===== src/rtl/iterative_divider_if.sv =====
// Start/done handshake bundle for the iterative divider.
// The master launches an operation with start/A/B and collects Q/R/div_by_zero
// when done pulses; the slave is the divider itself.
interface iterative_divider_if #(
  parameter int N = 32
) ();
  logic         start;
  logic [N-1:0] A;
  logic [N-1:0] B;
  logic         busy;
  logic         done;
  logic [N-1:0] Q;
  logic [N-1:0] R;
  logic         div_by_zero;

  modport master (
    output start, A, B,
    input  busy, done, Q, R, div_by_zero
  );

  modport slave (
    input  start, A, B,
    output busy, done, Q, R, div_by_zero
  );
endinterface


===== src/rtl/iterative_divider.sv =====
// Sequential unsigned divider: restoring shift-subtract, one quotient bit per clock.
// An accepted start with a non-zero divisor runs N iterations and then pulses done
// for one cycle; a zero divisor completes on the accepting edge with the
// divide-by-zero flag set, Q all ones and R equal to the dividend.
module iterative_divider #(
  parameter int N = 32
) (
  input  logic                clk,
  input  logic                rst,
  iterative_divider_if.slave  bus
);

  localparam int CW = $clog2(N);
  localparam logic [CW-1:0] LAST_ITER = CW'(N - 1);

  typedef enum logic [1:0] {
    S_IDLE = 2'd0,
    S_RUN  = 2'd1,
    S_DONE = 2'd2
  } state_t;

  state_t        r_state;
  logic [N-1:0]  r_d;      // dividend bits shift out the top, quotient bits fill the bottom
  logic [N-1:0]  r_v;      // captured divisor
  logic [N-1:0]  r_p;      // partial remainder; its (N+1)-th bit is always 0 between iterations
  logic [CW-1:0] r_cnt;
  logic [N-1:0]  r_q;
  logic [N-1:0]  r_r;
  logic          r_dbz;
  logic          r_busy;
  logic          r_done;

  logic [N:0]    w_t;
  logic          w_ge;
  logic [N-1:0]  w_diff;
  logic [N-1:0]  w_p_next;
  logic [N-1:0]  w_d_next;
  logic          w_b_zero;

  // Trial value: remainder shifted left with the next dividend bit brought in.
  assign w_t      = {r_p, r_d[N-1]};
  assign w_ge     = (w_t >= {1'b0, r_v});
  // When w_ge holds the true difference fits in N bits, so the wrap-around drop of
  // the top bit is exact.
  assign w_diff   = w_t[N-1:0] - r_v;
  assign w_p_next = w_ge ? w_diff : w_t[N-1:0];
  assign w_d_next = {r_d[N-2:0], w_ge};
  assign w_b_zero = (bus.B == {N{1'b0}});

  assign bus.busy        = r_busy;
  assign bus.done        = r_done;
  assign bus.Q           = r_q;
  assign bus.R           = r_r;
  assign bus.div_by_zero = r_dbz;

  // Control FSM and datapath: accept/launch, iterate, and publish results on completion.
  always_ff @(posedge clk) begin
    if (rst) begin
      r_state <= S_IDLE;
      r_d     <= {N{1'b0}};
      r_v     <= {N{1'b0}};
      r_p     <= {N{1'b0}};
      r_cnt   <= {CW{1'b0}};
      r_q     <= {N{1'b0}};
      r_r     <= {N{1'b0}};
      r_dbz   <= 1'b0;
      r_busy  <= 1'b0;
      r_done  <= 1'b0;
    end else begin
      r_done <= 1'b0;
      case (r_state)
        S_IDLE, S_DONE: begin
          if (bus.start) begin
            if (w_b_zero) begin
              r_q     <= {N{1'b1}};
              r_r     <= bus.A;
              r_dbz   <= 1'b1;
              r_done  <= 1'b1;
              r_busy  <= 1'b0;
              r_state <= S_DONE;
            end else begin
              r_d     <= bus.A;
              r_v     <= bus.B;
              r_p     <= {N{1'b0}};
              r_cnt   <= {CW{1'b0}};
              r_busy  <= 1'b1;
              r_state <= S_RUN;
            end
          end else begin
            r_busy  <= 1'b0;
            r_state <= S_IDLE;
          end
        end
        S_RUN: begin
          r_d   <= w_d_next;
          r_p   <= w_p_next;
          r_cnt <= r_cnt + CW'(1);
          if (r_cnt == LAST_ITER) begin
            r_q     <= w_d_next;
            r_r     <= w_p_next;
            r_dbz   <= 1'b0;
            r_done  <= 1'b1;
            r_busy  <= 1'b0;
            r_state <= S_DONE;
          end else begin
            r_busy  <= 1'b1;
            r_state <= S_RUN;
          end
        end
        default: begin
          r_busy  <= 1'b0;
          r_state <= S_IDLE;
        end
      endcase
    end
  end

endmodule


===== src/flat_wrapper.sv =====
// flat-port wrapper written by rule: the top's interface ports become plain ports
module iterative_divider_flat 
#(
  parameter int N = 32
)
  (clk, rst, bus_start, bus_A, bus_B, bus_busy, bus_done, bus_Q, bus_R, bus_div_by_zero);
  iterative_divider_if #(.N(N)) bus_i ();
  input  logic clk;
  input  logic rst;
  input wire logic [$bits(bus_i.start)-1:0] bus_start;
  input wire logic [$bits(bus_i.A)-1:0] bus_A;
  input wire logic [$bits(bus_i.B)-1:0] bus_B;
  output wire logic [$bits(bus_i.busy)-1:0] bus_busy;
  output wire logic [$bits(bus_i.done)-1:0] bus_done;
  output wire logic [$bits(bus_i.Q)-1:0] bus_Q;
  output wire logic [$bits(bus_i.R)-1:0] bus_R;
  output wire logic [$bits(bus_i.div_by_zero)-1:0] bus_div_by_zero;
  assign bus_i.start = bus_start;
  assign bus_i.A = bus_A;
  assign bus_i.B = bus_B;
  assign bus_busy = bus_i.busy;
  assign bus_done = bus_i.done;
  assign bus_Q = bus_i.Q;
  assign bus_R = bus_i.R;
  assign bus_div_by_zero = bus_i.div_by_zero;
  iterative_divider #(.N(N)) u_core (.clk(clk), .rst(rst), .bus(bus_i));
endmodule

===== config.mk =====
export PLATFORM = sky130hd
export DESIGN_NAME = iterative_divider_flat
export DESIGN_NICKNAME = d
export VERILOG_FILES = /design/src/rtl/iterative_divider_if.sv /design/src/rtl/iterative_divider.sv /design/src/flat_wrapper.sv
export SDC_FILE = /design/constraint.sdc
export NUM_CORES = 1
export LEC_CHECK = 0
export ABC_AREA = 1
export ABC_CLOCK_PERIOD_IN_PS = 3000
export BUFFER_PORTS_ARGS = -buffer_cell sky130_fd_sc_hd__buf_2
export CORE_UTILIZATION = 46
export DETAILED_ROUTE_END_ITERATION = 8
export PLACE_DENSITY = 0.74
export SETUP_SLACK_MARGIN = 0.02
export SYNTH_ARGS = -nofsm -noshare
export SYNTH_HDL_FRONTEND = slang
export SYNTH_SLANG_ARGS = --single-unit

===== constraint.sdc =====
create_clock -name clk -period 3 [get_ports clk]
set_clock_uncertainty 0.2 [all_clocks]
set_input_delay 0.6 -clock clk [delete_from_list [all_inputs] [get_ports clk]]
set_output_delay 0.6 -clock clk [all_outputs]
set_load 0.005 [all_outputs]

# [Word level (Yosys, flattened, before mapping)]
# Index checks and enable logic that the tools add are counted.
[word_totals] word_cells=62 out_inout_bits=67 ff_bits=170 inputBits=67
[op_classes] eq_ne=7 n_lt_le_gt_ge=1 bitwise_logic=1 n_reduce_logical=7 n_mux=34 addsub=2
[op_table] cell="$mux 32" count=11
[op_table] cell="$pmux 32 s2" count=4
[op_table] cell="$ge 33x32->1" count=1
[op_table] cell="$logic_not 32->1" count=1
[op_table] cell="$sub 32x32->32" count=1
[op_table] cell="$mux 5" count=2
[op_table] cell="$pmux 5 s2" count=1
[op_table] cell="$mux 1" count=9
[op_table] cell="$mux 2" count=3
[op_table] cell="$pmux 1 s2" count=3
[op_table] cell="$reduce_and 3->1" count=2
[op_table] cell="$add 5x1->5 const B" count=1
[op_table] cell="$eq 5x5->1 const B" count=1
[op_table] cell="$ne 2x1->1 const B" count=2
[op_table] cell="$ne 2x2->1 const B" count=2
[op_table] cell="$pmux 2 s2" count=1
[op_table] cell="$reduce_and 4->1" count=1
[op_table] cell="$eq 2x1->1 const B" count=1
[op_table] cell="$eq 2x2->1 const B" count=1
[op_table] cell="$logic_not 2->1" count=1
[op_table] cell="$reduce_bool 2->1" count=1
[op_table] cell="$reduce_or 2->1" count=1
[op_table] cell="$not 1->1" count=1

# [Depth between registers and ports, before layout]
# Gate-level depths: netlist of run 1.
[logic_depth] word_depth=4 depth_mapped=18 depth_no_buf=18

# [Worst setup path before layout of run 1]
# Ideal clock, no wire load.
[synth_timing] path_type="register to register" start="register u_core.r_d[31]" end="register u_core.r_r[30] (netlist: u_core.bus.R[30])" period_less_slack_ns=2.206 path_buffers=0 setup_slack_ns=0.794 required_ns=2.691 path_stages_with_launch=19 t_arrival_ns=1.898 cell_sequence="dfxtp_1 > inv_1 > ha_1 > inv_1 > fa_1 > nand3_1 > nand3_1 > nand2_1 > nand2_1 > nand2_1 > nand2_1 > nand2_1 > nand2_1 > nand2_1 > nand2_1 > nand3_2 > nand3_1 > nand2_1 > inv_1"
[synth_between] elab_chain_len=4
[synth_rtl] element="from (decl)" line="iterative_divider.sv:23" text="logic [N-1:0] r_d;"
[synth_rtl] element="from (signal assigned)" line="iterative_divider.sv:60" text="r_d <= {N{1'b0}};"
[synth_rtl] element="from (signal assigned)" line="iterative_divider.sv:82" text="r_d <= bus.A;"
[synth_rtl] element="from (signal assigned)" line="iterative_divider.sv:95" text="r_d <= w_d_next;"
[synth_rtl] element="$sub 32x32->32 / $ge 33x32->1 (equally long branches)" line="iterative_divider.sv:45, iterative_divider.sv:42"
[synth_rtl] element="$mux 32 (*)" line="iterative_divider.sv:46" text="assign w_p_next = w_ge ? w_diff : w_t[N-1:0];"
[synth_rtl] element="$mux 32 (*)" line="iterative_divider.sv:98" text="if (r_cnt == LAST_ITER) begin"
[synth_rtl] element="$pmux 32 s2 (*)" line="iterative_divider.sv:71" text="case (r_state)"
[synth_rtl] element="to (signal assigned)" line="iterative_divider.sv:65" text="r_r <= {N{1'b0}};"
[synth_rtl] element="to (signal assigned)" line="iterative_divider.sv:76" text="r_r <= bus.A;"
[synth_rtl] element="to (signal assigned)" line="iterative_divider.sv:100" text="r_r <= w_p_next;"
[synth_rtl] element="to (decl)" line="iterative_divider.sv:28" text="logic [N-1:0] r_r;"
# Mark *: on every way between the ends. The rest lies on a longest branch, timed or not. The select of a mux whose other input is x is not followed.
# A chain may end at the register's enable or synchronous reset.

# [Final worst setup path of run 1]
# Same ends and word-level chain as after synthesis.

==> flow_metrics.py, run 1 <==
metrics = {
    "run_status": {
        "status": "finished, final reports clean",
    },
    "clocking": {
        "cts-buffers-inserted": 17,
        "cts_max_level": 4,
        "cts.sinks": 168,
        "path_clk_slew_ns": 0.08,
        "clock_latency_ns": 0.44,
        "cts_tree": "yes",
        "cts_root_buffer": "clkbuf_16",
        "post-cts-setup-buffers": 0,
        "cts_buffer_depth": 2,
    },
    "grt": {
        "grt_pass1_wl_mm": 46.64,
        "antenna_found_initial": 0,
        "track_usage": 0.2652,
        "grt_max_degree": 102,
        "grt_pass1_vias": 8966,
        "grt-ovfl-total": 0,
    },
    "synthesis": {
        "syn_area_per_cell_um2": 6.395,
        "synth_cell_types": 46,
        "synth_fp_nets": 1710,
        "yosysSeqAreaShare": 0.3270,
        "syn_inst": 1608,
        "yosysWarnings": 0,
        "syn_area_um2": 10280,
        "synth-seq-cells": 168,
    },
    "placement": {
        "dp_hpwl_mm": 22.92,
        "dp_slack_ns": 0.2583,
        "gp_congestion": 0.9730,
        "io_buffers": 133,
    },
    "pwr": {
        "power_mw": 6.080,
        "comb_power_share": 0.211,
        "leakagePower_nw": 6.347,
        "swShare": 0.3220,
        "p_seq_frac": 0.400,
        "p_per_area_nw_per_um2": 513.2,
        "vdd_ir_drop_max_mv": 0.3664,
        "p_clk_frac": 0.388,
        "internal-power_mw": 4.122,
        "power.switching_mw": 1.957,
    },
    "timing": {
        "report.final.hold_viol_count": 0,
        "finalSetupViolations": 0,
        "fmax_ghz": 0.3512,
        "drv_slew": 0,
        "finalCriticalPeriod_ns": 2.848,
        "setup_slack_ns": 0.1522,
        "worstMarginPinSlew_ns": 0.9141,
        "final_min_period_over_clock_period": 0.9493,
        "slew_headroom": 0.3906,
        "rsz0062_at_grt": "true",
    },
    "finish": {
        "multi_input_area_um2": 5459,
        "area_growth_pct": 15.20,
        "layout.nets": 1812,
        "layout-drive-gt1-share": 0.1497,
        "num_antenna_cells": 0,
        "fill_cells": 2205,
        "register_area_um2": 3363,
    },
    "setup_path": {
        "r2r_slack_ns": 0.15,
        "path_cells": "inv_1 -> ha_1 -> inv_1 -> fa_1 -> nand3_1 -> nand3_1 -> nand2_1 -> nand2_1 -> nand2_1 -> nand2_1 -> nand2_1 -> nand2_1 -> nand2_1 -> nand2_1 -> nand3_2 -> nand3_1 -> nand2_1 -> inv_1",
        "slowest_stage": "fa_1",
        "crit_type": "register to register",
        "path_buf_inv": 3,
        "path_common_cell": "nand2_1",
        "cp_max_fo": 5,
        "cp.arrival_ns": 2.99,
        "crit_family": "simple AND/OR/NAND/NOR gates",
        "critical-path-max-stage-delay_ns": 0.47,
        "r2r-end": "u_core.bus.R[30]",
        "startpoint_type": "register",
        "endpoint_kind": "register",
        "reg2regPathDepth": 18,
        "reg2reg_from": "u_core.r_d[31]",
        "cp_data_required_time_ns": 3.14,
    },
    "floorplanning": {
        "dieArea_um2": 22960,
        "die_w_um": 151.5,
        "coreArea_um2": 21890,
        "rows": 54,
        "start_util": 0.4698,
        "die_height_um": 151.5,
        "ios": 134,
    },
    "detailed_routing": {
        "drt_iter0_markers": 768,
        "ant_nets": 0,
        "routed_wl_mm": 30.66,
        "vias": 10560,
        "firstDrtPassIters": 6,
        "wl_per_cell_um": 15.31,
        "drc_errors": 0,
        "viasPerCell": 5.271,
    },
    "min_path": {
        "holdPathEnd": "u_core.r_v[15]",
        "hold_start": "bus_B[15]",
        "hp-class": "primary input to register",
        "min_path_cells": 3,
    },
    "run": {
        "maxCapViolCount": 0,
    },
}
==> cell usage after synthesis (all sizes together) <==
cell          number  share of area
xnor2              1        0.00085
ha                34          0.041
o21ai             38          0.018
a211oi             1        0.00073
clkbuf            35          0.015
nand3            198           0.11
a21o               1        0.00085
a21oi             54          0.027
nor2             182          0.071
dfxtp            168           0.33
nand2            433           0.16
xor2              13          0.011
o21bai             2         0.0015
nor3              12         0.0069
dlygate4sd3        1        0.00097
a31oi             31          0.019
buf               42          0.027
or2                2         0.0012
nand4             41          0.027
inv              268          0.098
dlymetal6s2s       1         0.0012
and2               4         0.0024
nand3b             2         0.0015
nor4               9         0.0055
clkinv             2        0.00073
o22ai             31          0.019
fa                 1         0.0019
and3               1        0.00061
==> registers in the layout, indices dropped and copies added, names as in the netlist <==
register / flops
u_core.r_p: 32
u_core.r_v: 32
u_core.r_cnt: 5
u_core.bus.div_by_zero: 1
u_core.r_d: 32
u_core.bus.Q: 32
u_core.bus.R: 32
u_core.r_state: 2
==> cell type report <==
cell class              instances  share of cell area
clock buffers                  19             0.03654
clock inverters                13             0.01531
inverters                     270             0.08555
multi-input cells            1091              0.4608
flip-flops and latches        168              0.2839
well taps                     280             0.02957
repair buffers                162             0.08830
==> kinds of logic after synthesis <==
logic type | after synthesis | share of synthesized area
buf+inv | 349 | 0.1432
compound gates | 158 | 0.08590
simple gates | 884 | 0.3886
flops | 168 | 0.3270
fa+ha+maj | 35 | 0.04331
xor+xnor | 14 | 0.01192
==> per-layer routing <==
| metal | GRT usage | part of all wire |
|---|---|---|
| met5 | 0 | 0 |
| met4 | 0.08713 | 0.024 |
| met3 | 0.04371 | 0.063 |
| met2 | 0.4336 | 0.47 |
| met1 | 0.3537 | 0.44 |
==> per-stage QoR <==
step	util	instance area (um2)	hold slack [ns]	cells	setup TNS (ns)
after floorplan	-	10280	0.2331	1608	0
after global placement	0.5129	11230	0.2472	1971	0
after detailed placement	0.5129	11230	0.2496	1971	0
after CTS	0.5410	11840	0.2519	2003	0
after global routing	0.5412	11850	0.2610	2003	-0.008638
final	0.5412	11850	0.2566	2003	0
==> power groups by stage <==
stage / Sequential (mW) / Clock [mW] / Combinational, mW
after floorplan: 2.47 / 0 / 0.858
after global placement: 2.48 / 0 / 1.24
after detailed placement: 2.48 / 0 / 1.26
after CTS: 2.43 / 2.39 / 1.27
after global routing: 2.45 / 2.49 / 1.42
final: 2.43 / 2.36 / 1.28
==> worst register-to-register path, delay by kind of cell (launching register included) <==
| family | cells | cell delay (ns) |
|---|---|---|
| adder cells (fa/ha/maj) | 2 | 0.60 |
| AND/OR/NAND/NOR | 13 | 1.38 |
| flip-flops | 1 | 0.36 |
| buffers and inverters | 3 | 0.21 |
==> placed cells by master (no fill, tap or decap), types with 10 or more instances in the layout <==
master	instances
o22ai_1	31
buf_2	133
nor2_2	10
a21oi_1	52
ha_1	34
nor3_1	11
dfxtp_1	168
o21ai_0	38
xor2_1	13
nand3_1	166
inv_1	261
a31oi_1	31
buf_12	13
nand4_1	39
nand2_1	426
clkbuf_16	17
nor2_1	169
buf_4	16
nand3_2	30
==> worst max-delay path by stage <==
stage                         from                to  slack [ns]  cells past startpoint
floorplan           u_core.r_d[31]  u_core.bus.R[30]        0.79                     18
global placement    u_core.r_d[31]  u_core.bus.R[30]        0.29                     18
detailed placement  u_core.r_p[19]  u_core.bus.R[23]        0.26                     14
CTS                 u_core.r_d[31]  u_core.bus.R[30]        0.24                     18
global route        u_core.r_d[31]  u_core.bus.R[30]      -0.009                     18
finish              u_core.r_d[31]  u_core.bus.R[30]        0.15                     18
==> timing repair <==
item,4_1_cts,5_1_grt
hold buffers,0,0
setup endpoints to repair,0,3
gates resized for setup,0,1
Note: power is estimated with default switching activity, not from simulation.
==> inputs of run 2 (changes only) <==
--- a/config.mk
+++ b/config.mk
@@ -10,6 +10,7 @@
 export BUFFER_PORTS_ARGS = -buffer_cell sky130_fd_sc_hd__buf_2
 export CORE_UTILIZATION = 46
 export DETAILED_ROUTE_END_ITERATION = 8
+export MAX_ROUTING_LAYER = met4
 export PLACE_DENSITY = 0.74
 export SETUP_SLACK_MARGIN = 0.02
 export SYNTH_ARGS = -nofsm -noshare
==> run 2 against run 1 <==
- largest power group unchanged
- die area stayed put
- clock power shrank 3%
- clock-buffer cell count fell by 2
- highest routed layer unchanged
==> flow_metrics.py, run 2 (same netlist as run 1, synthesis figures left out) <==
metrics = {
    "clocking": {
        "path_clk_slew_ns": 0.08,
        "cts_max_level": 4,
        "cts_tree": "yes",
        "cts_buffer_depth": 2,
        "clock_latency_ns": 0.45,
        "cts_root_buffer": "clkbuf_16",
        "cts.sinks": 168,
        "cts-buffers-inserted": 17,
    },
    "finish": {
        "num_antenna_cells": 0,
        "area_growth_pct": 15.05,
        "layout.nets": 1813,
        "layout_common_cells": "nand2_1, inv_1, nor2_1, dfxtp_1, nand3_1",
        "layout_commonest_cell": "nand2_1",
        "final_util": 0.5405,
        "layout-drive-gt1-share": 0.1514,
        "final_area_um2": 11830,
    },
    "timing": {
        "fin_setup_tns_ns": 0,
        "finalCriticalPeriod_ns": 2.800,
        "final_min_period_over_clock_period": 0.9335,
        "rsz0062_at_grt": "false",
        "worst_hold_slack_ns": 0.2387,
        "worstMarginPinSlew_ns": 0.6855,
        "finalSetupViolations": 0,
        "drv_slew": 0,
        "fmax_ghz": 0.3571,
        "report.final.hold_viol_count": 0,
        "slew_headroom": 0.5430,
    },
    "setup_path": {
        "crit_type": "register to register",
        "cp.arrival_ns": 2.95,
        "cp_max_fo": 32,
        "path_buf_inv": 4,
        "path_common_cell": "nand2_1",
        "path_cells": "inv_1 -> ha_1 -> nand2_1 -> nor2_1 -> nand2_1 -> buf_4 -> nor3_1 -> nand2_1 -> nand3_1 -> nor2_2 -> buf_4 -> nand4_1 -> nand3_1 -> nand2_1 -> inv_1",
        "cp_data_required_time_ns": 3.15,
        "crit_family": "simple AND/OR/NAND/NOR gates",
        "critical-path-max-stage-delay_ns": 0.38,
        "endpoint_kind": "register",
        "startpoint_type": "register",
        "slowest_stage": "ha_1",
    },
    "detailed_routing": {
        "vias": 10490,
        "drc_errors": 0,
        "firstDrtPassIters": 7,
        "drt_iter0_markers": 759,
        "met2_length_mm": 14.80,
        "wl_met1_mm": 14.21,
        "top_layer": "met4",
        "routed_wl_mm": 31.72,
        "viasPerCell": 5.234,
        "wl_per_cell_um": 15.83,
        "ant_nets": 0,
        "met3_length_mm": 1.791,
    },
    "grt": {
        "grt_pass1_wl_mm": 49.46,
        "grt_pass1_vias": 9388,
        "antenna_found_initial": 0,
        "grt-ovfl-total": 0,
        "grt_max_degree": 103,
        "track_usage": 0.2891,
    },
    "run": {
        "maxCapViolCount": 0,
    },
    "pwr": {
        "internal-power_mw": 3.924,
        "p_seq_frac": 0.404,
        "leakagePower_nw": 6.346,
        "comb_power_share": 0.215,
        "power.switching_mw": 2.108,
        "swShare": 0.3495,
        "p_clk_frac": 0.382,
        "p_per_area_nw_per_um2": 509.9,
        "vdd_ir_drop_max_mv": 0.4175,
    },
    "floorplanning": {
        "die_height_um": 151.5,
        "rows": 54,
        "die_w_um": 151.5,
        "ios": 134,
        "start_util": 0.4698,
        "coreArea_um2": 21890,
        "dieArea_um2": 22960,
    },
    "placement": {
        "io_buffers": 133,
        "dp_hpwl_mm": 23.64,
        "placed_cell_area_um2": 11210,
        "gp_congestion": 0.9520,
    },
    "run_status": {
        "status": "finished, final reports clean",
    },
    "min_path": {
        "hp-class": "primary input to register",
    },
}
[run 2: worst paths after layout]
kind,from,depth (start not counted),endpoint,slack [ns]
worst min register to register,u_core.r_v[28],2,u_core.r_v[28],0.26
worst max-delay path,u_core.r_v[12],15,u_core.bus.R[28],0.20
worst min-delay path,bus_B[19],3,u_core.r_v[19],0.24
worst max register to register,u_core.r_v[12],15,u_core.bus.R[28],0.20
[run 2: tightest hold or removal path, stage by stage]
cell     delay [ns]
buf_2          0.09
o21ai_0        0.07
a21oi_1        0.10
[run 2: per-layer routing]
metal  up-vias  GRT usage
met4         0     0.1035
li1       5316          -
met2       352     0.4632
met5         -          -
met1      4770     0.3763
met3        51    0.03204
[run 2: power groups by stage]
stage / combinational, mW / sequential (mW) / clock, mW
6_report: 1.29 / 2.43 / 2.30
5_1_grt: 1.44 / 2.45 / 2.42
4_1_cts: 1.29 / 2.43 / 2.32
3_5_place_dp: 1.28 / 2.48 / 0
3_3_place_gp: 1.27 / 2.48 / 0
2_1_floorplan: 0.858 / 2.47 / 0
[run 2: cell type report]
| class | instances | area (um2) |
|---|---|---|
| clock buffers | 17 | 425.4 |
| clock inverters | 15 | 192.7 |
| fillers | 2221 | 10060 |
| inverters | 270 | 1013 |
| multi-input cells | 1091 | 5458 |
| flip-flops and latches | 168 | 3363 |
| well taps | 280 | 350.3 |
| repair buffers | 163 | 1028 |
[run 2: timing repair]
item	CTS	global route
hold buffers	0	0
resized for setup	0	1
setup buffers	0	0
setup endpoints to repair	0	6
[run 2: stage by stage]
step	setup WS [ns]	total power, mW	cells
floorplan	0.7936	3.328	1608
global placement	0.2614	3.753	1972
detailed placement	0.2490	3.765	1972
CTS	0.2297	6.040	2004
global route	0.03069	6.307	2004
finish	0.1996	6.033	2004
